$ cat config.mk
export PLATFORM = sky130hd
export DESIGN_NAME = sram_be_init
export DESIGN_NICKNAME = d
export VERILOG_FILES = /design/src/rtl/sram_pkg.sv /design/src/rtl/sram_init_ctrl.sv /design/src/rtl/sram_be_init.sv
export SDC_FILE = /design/constraint.sdc
export NUM_CORES = 1
export LEC_CHECK = 0
export CORE_MARGIN = 5
export CORE_UTILIZATION = 50
export DETAILED_ROUTE_END_ITERATION = 8
export GPL_TIMING_DRIVEN = 0
export PLACE_DENSITY = 0.8
export SLEW_MARGIN = 5
export SYNTH_ARGS = -nofsm -noshare
export SYNTH_HDL_FRONTEND = slang
export SYNTH_SLANG_ARGS = --single-unit
$ cat constraint.sdc
create_clock -name clk -period 1.7 [get_ports clk]
set_clock_uncertainty 0.1 [all_clocks]
set_input_delay 0.51 -clock clk [delete_from_list [all_inputs] [get_ports clk]]
set_output_delay 0.51 -clock clk [all_outputs]
set_load 0.1 [all_outputs]
$ cat src/rtl/sram_pkg.sv
// Shared state type and byte-lane merge helper for the byte-enable SRAM
// with built-in zero-fill engine.
package sram_pkg;

   localparam int BYTE_W = 8;

   typedef enum logic {CLEAR, IDLE} sram_state_t;

   // One byte lane of a byte-enable write: new byte where enabled, old byte otherwise.
   function automatic logic [BYTE_W-1:0] be_merge(
      input logic [BYTE_W-1:0] old_b,
      input logic [BYTE_W-1:0] new_b,
      input logic              be
   );
      return be ? new_b : old_b;
   endfunction

endpackage

$ cat src/rtl/sram_init_ctrl.sv
// Clear-engine controller: walks every address once after reset or on
// request, flags busy while doing so and reports accesses dropped meanwhile.
module sram_init_ctrl
   import sram_pkg::*;
#(
   parameter int ADDR_W = 4
) (
   input  logic              clk,
   input  logic              rst,
   input  logic              init_req,
   input  logic              wr_en,
   input  logic              rd_en,
   output logic              busy,
   output logic              reject,
   output logic              clr_we,
   output logic [ADDR_W-1:0] clr_addr
);

   localparam int DEPTH = 2**ADDR_W;

   sram_state_t       r_state;
   sram_state_t       w_state_next;
   logic [ADDR_W-1:0] r_clr_cnt;
   logic [ADDR_W-1:0] w_clr_cnt_next;
   logic              r_reject;

   always_ff @(posedge clk or posedge rst) begin
      if (rst) begin
         r_state   <= CLEAR;
         r_clr_cnt <= '0;
         r_reject  <= 1'b0;
      end else begin
         r_state   <= w_state_next;
         r_clr_cnt <= w_clr_cnt_next;
         r_reject  <= (r_state == CLEAR) && (wr_en || rd_en);
      end
   end

   // init_req is only honoured from IDLE, so a running clear is never restarted.
   always_comb begin
      w_state_next   = r_state;
      w_clr_cnt_next = r_clr_cnt;
      case (r_state)
         CLEAR: begin
            w_clr_cnt_next = r_clr_cnt + ADDR_W'(1);
            if (r_clr_cnt == ADDR_W'(DEPTH - 1)) begin
               w_state_next = IDLE;
            end
         end
         IDLE: begin
            if (init_req) begin
               w_clr_cnt_next = '0;
               w_state_next   = CLEAR;
            end
         end
         default: w_state_next = CLEAR;
      endcase
   end

   assign busy     = (r_state == CLEAR);
   assign clr_we   = (r_state == CLEAR);
   assign clr_addr = r_clr_cnt;
   assign reject   = r_reject;

endmodule

$ cat src/rtl/sram_be_init.sv
// Simple dual-port SRAM with byte-enable writes, registered write-first read
// and a zero-fill engine that locks out user accesses while it runs.
module sram_be_init
   import sram_pkg::*;
#(
   parameter int DATA_W = 8,
   parameter int ADDR_W = 4
) (
   input  logic                     clk,
   input  logic                     rst,
   input  logic                     init_req,
   output logic                     busy,
   input  logic                     wr_en,
   input  logic [ADDR_W-1:0]        wr_addr,
   input  logic [DATA_W-1:0]        wr_data,
   input  logic [DATA_W/BYTE_W-1:0] wr_be,
   input  logic                     rd_en,
   input  logic [ADDR_W-1:0]        rd_addr,
   output logic [DATA_W-1:0]        rd_data,
   output logic                     rd_valid,
   output logic                     reject
);

   localparam int DEPTH = 2**ADDR_W;
   localparam int NB    = DATA_W / BYTE_W;

   logic [DATA_W-1:0] r_mem [DEPTH];
   logic [DATA_W-1:0] r_rd_data;
   logic              r_rd_valid;

   logic              w_busy;
   logic              w_clr_we;
   logic [ADDR_W-1:0] w_clr_addr;
   logic              w_wr_acc;
   logic              w_rd_acc;
   logic              w_we;
   logic [ADDR_W-1:0] w_waddr;
   logic [DATA_W-1:0] w_wdata;
   logic [NB-1:0]     w_wbe;
   logic              w_fwd_hit;
   logic [DATA_W-1:0] w_rd_word;

   sram_init_ctrl #(
      .ADDR_W (ADDR_W)
   ) u_ctrl (
      .clk      (clk),
      .rst      (rst),
      .init_req (init_req),
      .wr_en    (wr_en),
      .rd_en    (rd_en),
      .busy     (w_busy),
      .reject   (reject),
      .clr_we   (w_clr_we),
      .clr_addr (w_clr_addr)
   );

   assign w_wr_acc = wr_en && !w_busy;
   assign w_rd_acc = rd_en && !w_busy;

   // The clear engine owns the write port while busy: all-lanes write of zero.
   assign w_we    = w_clr_we || w_wr_acc;
   assign w_waddr = w_clr_we ? w_clr_addr : wr_addr;
   assign w_wdata = w_clr_we ? '0 : wr_data;
   assign w_wbe   = w_clr_we ? '1 : wr_be;

   always_ff @(posedge clk) begin
      for (int b = 0; b < NB; b++) begin
         if (w_we && w_wbe[b]) begin
            r_mem[w_waddr][b*BYTE_W +: BYTE_W] <= w_wdata[b*BYTE_W +: BYTE_W];
         end
      end
   end

   assign w_fwd_hit = w_wr_acc && (wr_addr == rd_addr);

   generate
      for (genvar gi = 0; gi < NB; gi++) begin : g_fwd
         assign w_rd_word[gi*BYTE_W +: BYTE_W] =
            be_merge(r_mem[rd_addr][gi*BYTE_W +: BYTE_W],
                     wr_data[gi*BYTE_W +: BYTE_W],
                     w_fwd_hit && wr_be[gi]);
      end
   endgenerate

   always_ff @(posedge clk or posedge rst) begin
      if (rst) begin
         r_rd_data  <= '0;
         r_rd_valid <= 1'b0;
      end else begin
         r_rd_valid <= w_rd_acc;
         if (w_rd_acc) begin
            r_rd_data <= w_rd_word;
         end
      end
   end

   assign busy     = w_busy;
   assign rd_data  = r_rd_data;
   assign rd_valid = r_rd_valid;

endmodule

# After elaboration in Yosys (flattened, before gate mapping)
# Memory sizes are Yosys's and may differ from the RTL's. A register that Yosys moved wholly into a read port is not among the register bits.
# Index checks and enable logic that the tools add are counted.
# Widths: inputs -> output; s select.
# totals
mem_bits_rw,128
inputBits,22
mem_count,1
reg_bits,7
word_cells,25
output_inout_bits,11
# classes
eq_ne,2
addsub,1
bitwise_logic,1
n_reduce_logical,6
muxes,10
# memory_table
memory,words,word_bits,read_ports,rd_clocked_by_memory_dff,write_ports,line_no,rtl
r_mem,16,8,1,1,1,sram_be_init.sv:27,logic [DATA_W-1:0] r_mem [DEPTH];
# ops
op,n
$mux 4,2
$mux 8,1
$pmux 4 s2,1
$mux 1,5
$add 4x1->4 const B,1
$eq 4x4->1 const B,1
$logic_and 1x1->1,4
$logic_or 1x1->1,2
$ne 2x2->1 const B,1
$pmux 1 s2,1
$not 1->1,1

# Logic depth before layout (Yosys ltp)
# Gate-level depths: netlist (run 1).
# depth
depth_word,5
depth_mapped,8
mapped_depth_nobuf,5

# Cells and area by module
# Synthesis (run 1) repeated with hierarchy kept, for this count alone.
# unflattened
cells_unflattened,314
area_unflattened_um2,5908.2
# modules_own_cells
module,instances,seq_area_each_um2,cells_per_inst,area_per_inst_um2
sram_be_init,1,4068.9,292,5625.4
sram_init_ctrl,1,150.1,22,282.8

# Worst setup path after synthesis (run 1)
# OpenSTA, ideal clock, no wires.
# synth_path
path_type,flip-flop to flip-flop
startpoint,register u_ctrl.r_state
endpoint,"memory r_mem[6][0], enable pin"
required_ns,1.230
slack_ns,-0.819
t_arrival_ns,2.049
period_less_slack_ns,2.519
path_buffers,1
path_stages_with_launch,6
setup_ns,0.370
path_cell_list,dfrtp_1 buf_6 inv_1 a22o_1 nand2_1 nor2_1
# synth_via
elab_chain_len,5
word_cells_on_any_way,8
cone_classes,mux (4); bitwise (1); reduce/logical (3)
# synth_rtl
element,line_no,rtl
from (decl),sram_init_ctrl.sv:21,sram_state_t r_state;
from (signal assigned),sram_init_ctrl.sv:33,r_state <= w_state_next;
$not 1->1,--,
named net busy,sram_be_init.sv:12,"output logic busy,"
$logic_or 1x1->1,sram_be_init.sv:61,assign w_we = w_clr_we || w_wr_acc;
$logic_and 1x1->1,sram_be_init.sv:68,if (w_we && w_wbe[b]) begin
$mux 1,sram_be_init.sv:68,
$mux 1 (implied by the code),sram_be_init.sv:69,r_mem[w_waddr][b*BYTE_W +: BYTE_W] <= w_wdata[b*BYTE_W +: BYTE_W];
to (decl),sram_be_init.sv:27,
# The timed path passes the listed nets, and every way through them passes these cells.

# Worst setup path after layout (run 1)
# layout_path
startpoint,register u_ctrl.r_state
endpoint,"register r_rd_data[3] (netlist: rd_data[3]), read port of r_mem"
# layout_via
elab_chain_len,1
# layout_rtl
element,line_no,rtl
$logic_and 1x1->1,sram_be_init.sv:58,assign w_rd_acc = rd_en && !w_busy;
to (decl),sram_be_init.sv:28,logic [DATA_W-1:0] r_rd_data;
# Every way passes these cells.
# A chain may end at the register's enable or synchronous reset.

==> reports/metrics.yaml, run 1 <==
worst_pin_slew_ps: 675
fin_area_um2: 8070
rr_endpoint: "rd_data[3]$_DFFE_PP0P_"
drc: 0
synth_edf_count: 128
globalplace.congestion: 0.900
dieArea_um2: 14300
floorplan.initialDensity_pct: 50.6
status: "finished, violations left"
wl_met2_mm: 8.54
synth.avg_cell_area_um2: 17.2
wl_met1_mm: 6.04
critical_path.endpoint: "rd_data[3]$_DFFE_PP0P_"
cp_max_fo: 6
r2r_cells: 7
syn-num-nets: 374
reg2reg_slack_ps: -400
clock-sinks: 143
hold_path_class: "in2async"
relSlewSlack_pct: 54.9
setup_viol: 139
grt_use_total_pct: 21.3
htree_levels: 4
cp-startpoint: "u_ctrl.r_state$_DFF_PP0_"
critPathBufInv: 2
r2r_start: "u_ctrl.r_state$_DFF_PP0_"
min_period_over_period_pct: 123
wirelength_mm: 16.3
worst_slack_ps: -397
clockBufferDepth: 2
synth_top_area_cell: "edfxtp_1"
die-height_um: 120
cp_cell_sequence: "buf_4, mux2i_4, xnor2_4, a211oi_4, buf_6, a211oi_2, a221o_1"
ys_ff_latch: 143
synth-seq-area-share_pct: 70.1
areaGrowthSynthToFinish_pct: 33.9
ys.flop_type: "edfxtp_1"
path_depth: 7
postPlaceCellArea_um2: 6690
cts_inserted_buffers: 17
yosysUniqueCellTypes: 43
rsz0062_at_grt: "yes"
rows: 40
report.final.slew_viol_count: 0
synth_warnings: 0
ys_top_cells_by_area: "edfxtp_1 64%, dfrtp_1 6.2%, mux4_2 6.0%"
core_um2: 11900
drive_above_1_share_pct: 39.8
crit_family: "compound AO/OA/AOI/OAI gates"
cp.arrival_ps: 2300
synth_most_common_cell: "edfxtp_1"
fin_setup_tns_ps: -25780
ant_nets: 0
hold_viol_final: 0
wire_per_inst_um: 28.0
dieWidth_um: 120
clk_pin_slew_worst_paths_ps: 60
p_leak_nw: 2.85
antenna_cells: 0
violations: "setup timing"
cp-end-kind: "register"
grt_pass1_vias: 3724
critical_path.slowest_cell: "dfrtp_1"
netlist_instances: 351
ios: 33
first_iter_violations: 393
vias: 3753
ir_drop_uv: 924
drt-pass1-iter-count: 5
synth_top_area_share_pct: 63.8
wl_met3_um: 929
io_buffers: 30
grt_overflow: 0
grt_start_max_net_pins: 17
vias_per_cell: 6.45
async_flop_share_pct: 10.5
slowest_delay_ps: 420
powerDensity_nw_per_um2: 1770
grt_pass1_wl_mm: 22.1
cp-start-kind: "register"
clock-root-buffer: "clkbuf_16"
drv_cap: 0
crit_type: "reg2reg"
synth_area_um2: 6020
yosys-top-cells-count: "128 x edfxtp_1, 34 x mux2i_1, 23 x nor2_1"
fmax_mhz: 477
cts_tree: "yes"
critPathRequiredTime_ps: 1900
clk_latency_ps: 430
grt_antenna_before_repair: 0
hpwl_mm: 8.67
nets: 447
period_minus_slack_ps: 2100
top_layer_used: "met4"
[layout make-up]
class | count | area (um2)
Buffer | 17 | 184
Clock buffer | 18 | 429
Clock inverter | 12 | 218
Fill cell | 693 | 3850
Inverter | 6 | 26.3
Multi-Input combinational cell | 184 | 2130
Sequential cell | 143 | 4220
Tap cell | 147 | 184
Timing Repair Buffer | 55 | 671
[what timing repair did]
item | 4_1_cts | 5_1_grt
pin swaps | 20 | 15
hold buffers | 0 | 0
gates resized for setup | 137 | 36
setup buffers | 16 | 9
setup endpoints to repair | 278 | 269
gates cloned | 2 | 1
[report_power, final]
group	switching (mW)	internal [mW]	leakage, nW
clock network	1.41	2.72	0.309
registers	0.394	4.81	1.38
logic	3.12	1.82	1.16
[layer usage]
layer	vias to the layer above	global-route usage (%)
li1	1549	-
met1	1914	26.1
met5	-	0
met3	63	4.76
met2	227	36.5
met4	0	9.09
[flip-flops by register name, summed over array words and instances (netlist names)]
name and cells:
u_ctrl.reject 1, u_ctrl.r_state 1, r_mem 128, rd_data 8, rd_valid 1, u_ctrl.clr_addr 4
[cell usage in the layout (no fill, tap or decap), types with 3 or more instances in the layout]
cell and instances:
dfrtp_1 11, nor3_1 3, a221oi_2 9, edfxtp_1 128
a221o_1 5, mux2i_4 3, inv_1 5, clkinvlp_4 3
nor2_1 6, mux4_2 16, nand3_1 6, and2_4 8
nor2_4 18, nand2_1 9, clkbuf_16 17, o21ai_0 9
buf_4 14, buf_6 15, clkdlybuf4s50_1 13, dlygate4sd2_1 5
a21oi_1 4, a21o_1 3, dfrtp_2 4, mux2i_1 32
a211oi_2 5, buf_12 17, a22o_1 3, xnor2_4 3
a22oi_1 5, bufinv_16 6, a221oi_4 3
[worst min-delay path by stage]
stage	startpoint	to	slack (ps)	cells after the start
floorplan	rst	rd_data[0]$_DFFE_PP0P_	310	1
global placement	rd_data[7]$_DFFE_PP0P_	rd_data[7]$_DFFE_PP0P_	430	1
detailed placement	rd_data[7]$_DFFE_PP0P_	rd_data[7]$_DFFE_PP0P_	440	1
CTS	rst	u_ctrl.reject$_DFF_PP0_	380	2
global route	rst	u_ctrl.clr_addr[2]$_DFFE_PP0P_	430	2
finish	rst	u_ctrl.reject$_DFF_PP0_	400	2
[metrics by stage]
step	hold slack (ps)	util, %	setup WS [ps]	total power, mW	cells
2_1_floorplan	311	-	-483	7.79	351
4_1_cts	384	65.5	-200	13.5	575
6_report	401	67.7	-397	14.3	582
3_5_place_dp	437	56.1	-1050	8.72	528
5_1_grt	432	67.7	-400	14.7	582
3_3_place_gp	434	56.1	-977	8.59	528
[kinds of logic (layout without fill, tap and decap cells)]
group                    count (synthesis)  in the layout  share of synthesized area [%]
AND/OR/NAND/NOR                         63             64                           5.03
adder cells (fa/ha/maj)                  1              1                          0.208
XOR/XNOR                                 7              7                           1.02
multiplexers                            52             52                           12.2
AO/OA/AOI/OAI                           60             60                           8.62
buffers and inverters                   25            108                           2.87
flip-flops                             143            143                           70.1
No activity file was read; power rests on OpenSTA's default activity.
==> run 2, diff against run 1 <==
- CAP_MARGIN: unset -> 20
- SLEW_MARGIN: 5 -> 20
==> results of run 2 <==
No change in the layout: final DEF, timing and power equal those of run 1.
==> run 3, diff against run 2 <==
- SLEW_MARGIN: 20 -> unset
==> results of run 3 <==
No change in the layout: final DEF, timing and power equal those of run 1.
